### config.mk
export PLATFORM = sky130hd
export DESIGN_NAME = fifo_wr_arbiter
export DESIGN_NICKNAME = d
export VERILOG_FILES = /design/src/rtl/fifo_wr_arbiter.sv
export SDC_FILE = /design/constraint.sdc
export NUM_CORES = 1
export LEC_CHECK = 0
export ABC_AREA = 1
export BUFFER_PORTS_ARGS = -buffer_cell sky130_fd_sc_hd__buf_4
export CORE_ASPECT_RATIO = 2
export CORE_MARGIN = 8
export CORE_UTILIZATION = 45
export DETAILED_ROUTE_END_ITERATION = 7
export MAX_ROUTING_LAYER = met4
export PLACE_DENSITY = 0.8
export SYNTH_ARGS = -nofsm -noshare
export SYNTH_HDL_FRONTEND = slang
export SYNTH_SLANG_ARGS = --single-unit
### constraint.sdc
create_clock -name clk -period 2 [get_ports clk]
set_clock_uncertainty 0.2 [all_clocks]
set_input_delay 0.2 -clock clk [delete_from_list [all_inputs] [get_ports clk]]
set_output_delay 0.2 -clock clk [all_outputs]
set_load 0.1 [all_outputs]
### src/rtl/fifo_wr_arbiter.sv
// -----------------------------------------------------------------------------
// fifo_wr_arbiter
//
// Shares the single write port of the FIFO among N_REQ producers. One producer
// owns the port at a time and keeps it for a burst of up to MAX_BURST words.
// Ownership rotates round-robin. Writes stall while the FIFO reports full.
//
// Ports
//   clk        in   1                  clock; all state updates on posedge
//   reset      in   1                  synchronous, active-high
//   req        in   N_REQ              req[i]=1: requester i offers a word
//   wdata      in   N_REQ*DATA_WIDTH   slice i = wdata[i*DATA_WIDTH +: DATA_WIDTH]
//   fifo_full  in   1                  full flag from the FIFO controller
//   grant      out  N_REQ              registered one-hot owner, 0 when idle
//   ack        out  N_REQ              one-hot; word of requester i written now
//   fifo_wr    out  1                  FIFO write strobe
//   fifo_wdata out  DATA_WIDTH         owner's data slice
//   busy       out  1                  1 whenever grant != 0
// -----------------------------------------------------------------------------
module fifo_wr_arbiter #(
  parameter int N_REQ      = 4,
  parameter int DATA_WIDTH = 24,
  parameter int MAX_BURST  = 4
) (
  input  logic                        clk,
  input  logic                        reset,
  input  logic [N_REQ-1:0]            req,
  input  logic [N_REQ*DATA_WIDTH-1:0] wdata,
  input  logic                        fifo_full,
  output logic [N_REQ-1:0]            grant,
  output logic [N_REQ-1:0]            ack,
  output logic                        fifo_wr,
  output logic [DATA_WIDTH-1:0]       fifo_wdata,
  output logic                        busy
);

  localparam int IDX_W = (N_REQ > 1) ? $clog2(N_REQ) : 1;
  localparam int BW    = (MAX_BURST > 1) ? $clog2(MAX_BURST) : 1;

  localparam logic [IDX_W-1:0] LAST_IDX  = IDX_W'(N_REQ - 1);
  localparam logic [BW-1:0]    BURST_END = BW'(MAX_BURST - 1);

  typedef enum logic [0:0] {
    IDLE  = 1'b0,
    GRANT = 1'b1
  } state_t;

  // ---------------------------------------------------------------------------
  // State
  // ---------------------------------------------------------------------------
  state_t           state,      state_next;
  logic [N_REQ-1:0] grant_q,    grant_next;
  logic [IDX_W-1:0] owner_idx,  owner_next;   // binary index of the current owner
  logic [IDX_W-1:0] last_owner, last_next;    // round-robin pointer
  logic [BW-1:0]    burst_cnt,  burst_next;   // words written in this burst

  // ---------------------------------------------------------------------------
  // Per-requester data slices, viewed as an array for a clean index mux
  // ---------------------------------------------------------------------------
  logic [DATA_WIDTH-1:0] slice [N_REQ];

  for (genvar g = 0; g < N_REQ; g++) begin : g_slice
    assign slice[g] = wdata[g*DATA_WIDTH +: DATA_WIDTH];
  end

  // ---------------------------------------------------------------------------
  // Round-robin search
  // In IDLE the search starts after last_owner; in GRANT it starts after the
  // current owner, so the owner itself is visited last. Only the result of the
  // GRANT search is used at a release, where that ordering is what we want.
  // ---------------------------------------------------------------------------
  logic [IDX_W-1:0] search_base;
  logic [IDX_W-1:0] cand_idx;
  logic [IDX_W-1:0] win_idx;
  logic             win_valid;

  always_comb begin
    // NOTE: every variable written here is assigned a default first, so no path
    // leaves it holding its old value and no latch is inferred.
    search_base = (state == GRANT) ? owner_idx : last_owner;
    cand_idx    = '0;
    win_idx     = '0;
    win_valid   = 1'b0;
    for (int k = 1; k <= N_REQ; k++) begin
      cand_idx = IDX_W'((int'(search_base) + k) % N_REQ);
      if (!win_valid && req[cand_idx]) begin
        win_valid = 1'b1;
        win_idx   = cand_idx;
      end
    end
  end

  // ---------------------------------------------------------------------------
  // Write path and next-state logic
  // ---------------------------------------------------------------------------
  logic wr_now;
  logic release_now;

  always_comb begin
    state_next  = state;
    grant_next  = grant_q;
    owner_next  = owner_idx;
    last_next   = last_owner;
    burst_next  = burst_cnt;
    wr_now      = 1'b0;
    release_now = 1'b0;
    ack         = '0;

    unique case (state)
      IDLE: begin
        if (win_valid) begin
          grant_next = N_REQ'(1) << win_idx;
          owner_next = win_idx;
          state_next = GRANT;
        end
      end

      GRANT: begin
        // Only the owner's req bit can produce a write; reset suppresses it.
        wr_now = req[owner_idx] & ~fifo_full & ~reset;
        if (wr_now) begin
          ack        = N_REQ'(1) << owner_idx;
          burst_next = burst_cnt + BW'(1);
        end

        // Release when the owner withdraws, or when this write ends the burst.
        // A full FIFO produces no write, so the burst simply holds.
        release_now = ~req[owner_idx] | (wr_now & (burst_cnt == BURST_END));

        if (release_now) begin
          last_next  = owner_idx;
          burst_next = '0;
          if (win_valid) begin
            // Hand over directly, no idle cycle between bursts.
            grant_next = N_REQ'(1) << win_idx;
            owner_next = win_idx;
          end else begin
            grant_next = '0;
            state_next = IDLE;
          end
        end
      end

      default: begin
        state_next = IDLE;
        grant_next = '0;
      end
    endcase
  end

  // ---------------------------------------------------------------------------
  // State register
  // ---------------------------------------------------------------------------
  always_ff @(posedge clk) begin
    // NOTE: sequential state uses non-blocking assignments so every register
    // samples the pre-edge values, independent of statement order.
    if (reset) begin
      state      <= IDLE;
      grant_q    <= '0;
      owner_idx  <= LAST_IDX;
      last_owner <= LAST_IDX;   // requester 0 wins the first arbitration
      burst_cnt  <= '0;
    end else begin
      state      <= state_next;
      grant_q    <= grant_next;
      owner_idx  <= owner_next;
      last_owner <= last_next;
      burst_cnt  <= burst_next;
    end
  end

  // ---------------------------------------------------------------------------
  // Outputs
  // ---------------------------------------------------------------------------
  assign grant   = grant_q;
  assign busy    = |grant_q;
  assign fifo_wr = wr_now;

  // In IDLE the data bus shows last_owner's slice; it is a don't-care there.
  assign fifo_wdata = (state == GRANT) ? slice[owner_idx] : slice[last_owner];

endmodule

# Word level (Yosys, flattened, before mapping)
# Index checks and enable logic that the tools add are counted.
[totals]
reg_bits = 11
output_inout_bits = 34
elab_cells = 84
[op_classes]
add_sub_neg = 5
n_lt_le_gt_ge = 7
eq_ne = 3
n_shift = 2
muxes = 41
n_bitwise = 10
n_reduce_logical = 11
[ops]
columns = ["cell", "n"]
rows = [
  ["$mux 24", 5],
  ["$bmux 24 s2", 2],
  ["$mux 4", 5],
  ["$mux 2", 9],
  ["$lt 2x3->1 const B", 5],
  ["$mux 1", 12],
  ["$bmux 1 s2", 5],
  ["$pmux 4 s2", 1],
  ["$shl 1x2->4 const A", 2],
  ["$add 2x1->2 const B", 3],
  ["$ge 3x3->1 const B", 2],
  ["$not 2->3", 2],
  ["$reduce_and 2->1", 3],
  ["$add 2x2->2 const B", 2],
  ["$not 1->1", 4],
  ["$pmux 2 s2", 1],
  ["$reduce_or 4->1", 1],
  ["$and 1x1->1", 3],
  ["$logic_and 1x1->1", 3],
  ["$logic_not 1->1", 3],
  ["$eq 2x2->1 const B", 1],
  ["$ne 2x1->1 const B", 1],
  ["$ne 2x2->1 const B", 1],
  ["$pmux 1 s2", 1],
  ["2 further kinds", 2],
]

# Depth between registers and ports, before layout
# Gate-level depths: netlist of the first run.
[depth]
depth_word = 18
mapped_depth = 15
depth_no_buf = 15

# Worst setup path after synthesis of the first run
# OpenSTA, ideal clock, no wires.
[synth_path]
path_kind = "register -> output"
startpoint = "register last_owner[0]"
endpoint = "output port fifo_wdata[17]"
arrival_ns = 2.560
required_time_ns = 1.600
setup_slack_ns = -0.960
stages_incl_launch_ff = 5
n_path_buf = 2
path_cell_list = "dfxtp_1 -> clkbuf_1 -> clkbuf_1 -> o21ai_0 -> o221ai_1"
[synth_between]
elab_chain_len = 5
[synth_rtl]
columns = ["element", "line", "rtl"]
rows = [
  ["start: declaration", "54", "logic [IDX_W-1:0] last_owner, last_next;"],
  ["start signal: assignment", "167", "last_owner <= last_next;"],
  ["$not 2->3 (implied by the code)", "180", "assign fifo_wdata = (state == GRANT) ? slice[owner_idx] : slice[last_owner];"],
  ["$bmux 24 s2", "180", ""],
  ["$mux 24 (implied by the code) (2 in a row)", "180", ""],
  ["$mux 24", "180", ""],
  ["end: declaration", "33", "output logic [DATA_WIDTH-1:0] fifo_wdata,"],
]
# No other way between the ends. The select of a mux whose other input is x is not followed.

# Final worst setup path of the first run
[layout_path]
startpoint = "register owner_idx[1]"
endpoint = "output port fifo_wr"
[layout_between]
elab_chain_len = 5
[layout_rtl]
columns = ["element", "line", "rtl"]
rows = [
  ["start: declaration", "53", "logic [IDX_W-1:0] owner_idx, owner_next;"],
  ["start signal: assignment", "166", "owner_idx <= owner_next;"],
  ["$bmux 1 s2", "120", "wr_now = req[owner_idx] & ~fifo_full & ~reset;"],
  ["$mux 1 (implied by the code)", "120", ""],
  ["$and 1x1->1 (2 in a row)", "120", ""],
  ["$mux 1", "109", "unique case (state)"],
  ["end: declaration", "32", "output logic fifo_wr,"],
]
# No other way between the ends. The select of a mux whose other input is x is not followed.

==> flow_metrics.py, run 1 <==
metrics = {
    "outcome": {
        "status": "finished with violations",
        "violations": "setup timing",
    },
    "sta": {
        "tightest_slew_ns": 0.472,
        "fin_crit_sh": 1.10,
        "setup_viol": 37,
        "whs_ns": 0.0658,
        "fin_tns_setup_ns": -4.01,
        "fmax_ghz": 0.455,
        "finalHoldViolCount": 0,
        "setup_slack_ns": -0.196,
        "relSlewSlack": 0.682,
        "rsz0062_at_grt": "yes",
        "slew_violations": 0,
        "min_period_ns": 2.20,
    },
    "pwr": {
        "p_clk_frac": 0.036,
        "ir_worst_vdd_v": 0.00153,
        "powerDensity_mw_per_mm2": 1440,
        "p_leak_nw": 2.22,
        "power.net_switching_mw": 4.10,
        "comb_power_share": 0.903,
        "sequentialPowerShare": 0.061,
        "power.internal_mw": 2.43,
        "power_switching_share": 0.628,
    },
    "routing": {
        "first_iter_violations": 637,
        "drcViolationCount": 0,
        "firstDrtPassIters": 6,
        "vias": 4276,
        "routed_wl_um": 13500,
        "drt-vias-per-instance": 6.36,
        "antenna_left": 0,
        "post_drt_wl_per_cell_um": 20.0,
    },
    "logic_synthesis": {
        "syn_avg_cell_area_um2": 5.05,
        "synthesis.instances": 456,
        "ys_seq_area_frac": 0.0957,
        "synth.distinct_cells": 27,
        "synth_edf_count": 0,
        "ys_ff_latch": 11,
        "async_reset_ff_frac": 0,
        "syn-cell-area_mm2": 0.00230,
        "synth_top_flop_cell": "dfxtp_1",
        "synth_warnings": 0,
        "postSynthNetCount": 560,
    },
    "clock_network": {
        "cts_sinks": 11,
        "clkTransAtPathRegs_ns": 0.06,
        "insertion_delay_ns": 0.25,
        "htreeDepth": 1,
        "cts_buffer_depth": 2,
        "cts-root-buf": "clkbuf_8",
        "cts_tree": "yes",
        "cts_made_buffers": 3,
    },
    "global_routing": {
        "first_global_vias": 3704,
        "grt_antenna_before_repair": 0,
        "grt_max_degree": 47,
        "grt_pass1_wl_um": 17600,
        "globalRouteOverflowTotal": 0,
        "grt_usage": 0.283,
    },
    "cells_and_area": {
        "final_cell_mix": "136 x buf_4, 93 x nand2_1, 76 x o21ai_0",
        "final_cells": 672,
        "fillers": 250,
        "fin_util": 0.901,
        "mostFrequentLayoutCell": "buf_4",
        "multi_input_area_mm2": 0.00221,
        "syn_to_final_growth_pct": 97.4,
        "drive_gt1_frac": 0.435,
        "ff_latch_area_um2": 233,
        "diodes": 0,
        "fin_nets": 719,
    },
    "setup_path": {
        "cp_data_required_time_ns": 1.60,
        "path_max_fanout": 7,
        "timing.rr.start": "state$_SDFF_PP0_",
        "crit_path_end_kind": "output port",
        "reg2regPathDepth": 15,
        "worst_setup_path_start_kind": "flip-flop",
        "r2r_end": "grant[3]$_SDFFE_PP0P_",
        "crit_type": "reg2out",
        "rrSetupSlack_ns": -0.17,
        "cp.arrival_ns": 1.80,
        "setup.worst_path.start": "owner_idx[1]$_SDFFE_PP1P_",
    },
    "min_path": {
        "hold_depth": 3,
        "min_to": "last_owner[1]$_SDFFE_PP1P_",
        "hold_path.startpoint": "reset",
        "hold_path_class": "in2reg",
    },
    "place": {
        "io_buffer_count": 136,
        "globalplace.congestion": 0.886,
        "dp.cells": 649,
        "dpl.hpwl_um": 7710,
    },
    "floorplanning": {
        "die_x_um": 66.6,
        "die-area_mm2": 0.00780,
        "rows": 37,
        "fp.dieH_um": 117,
        "io_pins": 137,
        "core_mm2": 0.00505,
        "initial_core_util": 0.456,
    },
    "run": {
        "drv_cap": 0,
    },
}
==> final cells by class <==
| cell class | instances | share of cell area |
|---|---|---|
| Tap cell | 58 | 0.0160 |
| Timing Repair Buffer | 179 | 0.385 |
| Inverter | 59 | 0.0523 |
| Multi-Input combinational cell | 361 | 0.486 |
| Clock buffer | 4 | 0.00991 |
| Sequential cell | 11 | 0.0512 |
==> Yosys cell counts, types with 2 or more instances <==
cell type | n | area share
dfxtp_1 | 11 | 0.096
nand4_1 | 4 | 0.011
nand3_1 | 35 | 0.076
buf_1 | 2 | 0.0033
nand2_2 | 12 | 0.033
inv_2 | 2 | 0.0033
nor2_1 | 27 | 0.044
inv_1 | 55 | 0.090
clkbuf_1 | 22 | 0.036
a22oi_1 | 13 | 0.042
o211ai_1 | 4 | 0.013
a21oi_1 | 43 | 0.093
o21ai_1 | 3 | 0.0065
o21ai_0 | 98 | 0.21
o221ai_1 | 7 | 0.027
nand2_1 | 107 | 0.17
==> metal layers <==
metal	global-route usage	share of wire
met5	-	0
met4	0.0789	0.044
met3	0.0334	0.12
met2	0.469	0.47
met1	0.347	0.37
==> timing repair <==
action / in CTS / in global routing
resized for setup: 112 / 52
hold buffers: 4 / 0
endpoints found under the hold margin: 5 / 0
setup endpoints to repair: 31 / 35
buffers inserted: 5 / 10
pin swaps: 9 / 19
==> registers in the layout, summed over array words and instances, names as in the netlist <==
| register | flops |
|---|---|
| state | 1 |
| grant | 4 |
| burst_cnt | 2 |
| last_owner | 2 |
| owner_idx | 2 |
==> cell families after synthesis <==
group	after synthesis	share of synthesized area
simple gates	189	0.351
flops	11	0.0957
fa+ha+maj	1	0.00543
compound gates	171	0.407
buf+inv	84	0.141
==> worst max path at each step <==
stage                                           end  slack, ns  cells past startpoint
after floorplan           burst_cnt[1]$_SDFFE_PP0P_      -0.39                      9
after global placement        grant[1]$_SDFFE_PP0P_       0.05                     15
after detailed placement              fifo_wdata[7]       0.01                      7
after CTS                                    ack[1]      -0.08                      8
after global routing                        fifo_wr      -0.23                      9
final                                       fifo_wr      -0.20                      9
==> per-stage QoR <==
stage / power [mW] / worst slack [ns] / cell area [um^2]
floorplan: 3.93 / -0.387 / 2630
global placement: 4.98 / 0.0465 / 3810
detailed placement: 5.01 / 0.0146 / 3810
CTS: 6.01 / -0.0810 / 4340
global route: 6.74 / -0.227 / 4550
finish: 6.53 / -0.196 / 4550
==> power by group through the flow <==
stage,Combinational [mW],Clock [mW],Sequential (mW)
global route,6.10,0.246,0.396
detailed placement,4.67,0,0.345
finish,5.90,0.238,0.396
global placement,4.63,0,0.343
CTS,5.42,0.230,0.364
floorplan,3.44,0,0.489
==> worst max-delay path: stages (launching register included) <==
cell and delay [ns]:
dfxtp_4 0.41, inv_6 0.06, nand2_4 0.08, inv_4 0.07
a22oi_2 0.13, o211ai_2 0.15, nand4_1 0.15, buf_6 0.19
clkinvlp_4 0.13, buf_12 0.18
Power figures use the tool's default switching activity.
==> run 2, diff against run 1 <==
Settings changed: SKIP_CTS_REPAIR_TIMING set to 1.
==> run 2 against run 1 <==
- the flow finishes with violations (hold timing, setup timing)
- maximum frequency fell by 3.1%
- global-route usage fell by 4.0 points
- sequential cell count did not move
- via count fell by 10%
- clock power fell by 2%
- register-to-register slack improved by 0.13 ns
- core utilization fell by 4.6 points
- clock-buffer cell count did not move
- critical path depth fell by 1
- worst hold slack got worse by 0.066 ns
- non-clock buffer count fell by 12
- sequential power fell by 6.1%
- highest routed layer unchanged
==> flow_metrics.py, run 2 (synthesized netlist as in run 1, its figures left out) <==
metrics = {
    "clock_network": {
        "clkTransAtPathRegs_ns": 0.05,
        "cts_made_buffers": 3,
        "insertion_delay_ns": 0.24,
        "cts-root-buf": "clkbuf_8",
        "cts_tree": "yes",
        "cts_sinks": 11,
        "cts_buffer_depth": 2,
        "htreeDepth": 1,
    },
    "cells_and_area": {
        "diodes": 0,
        "final_cell_mix": "132 x buf_4, 98 x nand2_1, 82 x o21ai_0",
        "final_cells": 660,
        "fin_nets": 707,
        "fin_util": 0.854,
        "mostFrequentLayoutCell": "buf_4",
        "largest_reg_flops": 4,
        "syn_to_final_growth_pct": 87.3,
        "design_area_mm2": 0.00431,
        "drive_gt1_frac": 0.412,
    },
    "floorplanning": {
        "io_pins": 137,
        "die-area_mm2": 0.00780,
        "fp.dieH_um": 117,
        "core_mm2": 0.00505,
        "initial_core_util": 0.456,
        "die_x_um": 66.6,
        "rows": 37,
    },
    "global_routing": {
        "globalRouteOverflowTotal": 0,
        "grt_usage": 0.243,
        "grt_max_degree": 47,
        "grt_antenna_before_repair": 0,
        "grt_pass1_wl_um": 15400,
        "first_global_vias": 3399,
    },
    "setup_path": {
        "crit_type": "reg2out",
        "worst_setup_path_start_kind": "flip-flop",
        "cp_data_required_time_ns": 1.60,
        "rrSetupSlack_ns": -0.04,
        "crit_path_end_kind": "output port",
        "path_max_fanout": 5,
        "cp.arrival_ns": 1.87,
    },
    "routing": {
        "post_drt_wl_per_cell_um": 16.5,
        "vias": 3829,
        "firstDrtPassIters": 5,
        "antenna_left": 0,
        "routed_wl_um": 10900,
        "first_iter_violations": 437,
        "drcViolationCount": 0,
        "drt-vias-per-instance": 5.80,
    },
    "sta": {
        "slew_violations": 0,
        "whs_ns": -0.0000908,
        "fmax_ghz": 0.441,
        "fin_crit_sh": 1.13,
        "rsz0062_at_grt": "yes",
        "setup_viol": 31,
        "min_period_ns": 2.27,
        "finalHoldViolCount": 1,
        "tightest_slew_ns": 0.370,
        "fin_tns_setup_ns": -2.73,
        "setup_slack_ns": -0.268,
        "relSlewSlack": 0.751,
    },
    "pwr": {
        "power.net_switching_mw": 3.82,
        "comb_power_share": 0.899,
        "p_clk_frac": 0.039,
        "ir_worst_vdd_v": 0.00150,
        "p_leak_nw": 2.11,
        "powerDensity_mw_per_mm2": 1390,
        "power_switching_share": 0.637,
        "power.internal_mw": 2.18,
        "sequentialPowerShare": 0.062,
    },
    "place": {
        "globalplace.congestion": 0.886,
        "dp.cells": 649,
        "placed_area_mm2": 0.00381,
        "dpl.hpwl_um": 7710,
        "io_buffer_count": 136,
    },
    "outcome": {
        "status": "finished with violations",
        "violations": "hold timing, setup timing",
    },
    "min_path": {
        "hold_path_class": "in2reg",
    },
    "run": {
        "drv_cap": 0,
    },
}
run 2: changes by cell type in the layout (fill, tap and decap cells not counted), sizes merged:
cell / change
buf: -8
dlygate4sd3: -4
inv: -1
clkinvlp: +1
run 2: area by class of cell:
cell class | count | area, um^2
clock buffer | 4 | 45.0
fill | 329 | 734
inverter | 59 | 241
multi-input combinational | 361 | 2160
sequential | 11 | 230
tap | 58 | 72.6
timing repair buffer | 167 | 1560
run 2: power groups by stage:
stage / Sequential [mW] / Clock (mW) / Combinational [mW]
after CTS: 0.342 / 0.230 / 4.68
after detailed placement: 0.345 / 0 / 4.67
after floorplan: 0.489 / 0 / 3.44
after global routing: 0.382 / 0.241 / 5.66
after global placement: 0.343 / 0 / 4.63
final: 0.372 / 0.233 / 5.40
run 2: critical path: stages (launching register included):
cell      delay, ns
dfxtp_4        0.40
inv_6          0.05
nor2_4         0.14
inv_2          0.06
o211ai_2       0.26
nand4_1        0.20
buf_6          0.21
nor2_4         0.11
buf_12         0.18
run 2: final timing paths:
kind / startpoint / to / cells after the start
setup / recovery: owner_idx[1]$_SDFFE_PP1P_ / ack[2] / 8
hold / removal: reset / grant[2]$_SDFFE_PP0P_ / 2
setup reg to reg: state$_SDFF_PP0_ / grant[2]$_SDFFE_PP0P_ / 15
hold reg to reg: grant[1]$_SDFFE_PP0P_ / grant[1]$_SDFFE_PP0P_ / 2
run 2: metrics by stage:
step | power (mW) | worst slack, ns | hold slack, ns
final | 6.00 | -0.268 | -0.0000908
after detailed placement | 5.01 | 0.0146 | 0.255
after CTS | 5.25 | -0.251 | -0.00198
after global placement | 4.98 | 0.0465 | 0.252
after global routing | 6.29 | -0.299 | 0.0124
after floorplan | 3.93 | -0.387 | 0.248
run 2: metal layers:
| metal | vias up | track usage | wire [um] |
|---|---|---|---|
| met5 | - | - | 0 |
| met4 | 0 | 0.0545 | 198 |
| met3 | 19 | 0.0286 | 984 |
| met2 | 210 | 0.380 | 5330 |
| met1 | 1760 | 0.323 | 4400 |
| li1 | 1840 | - | - |
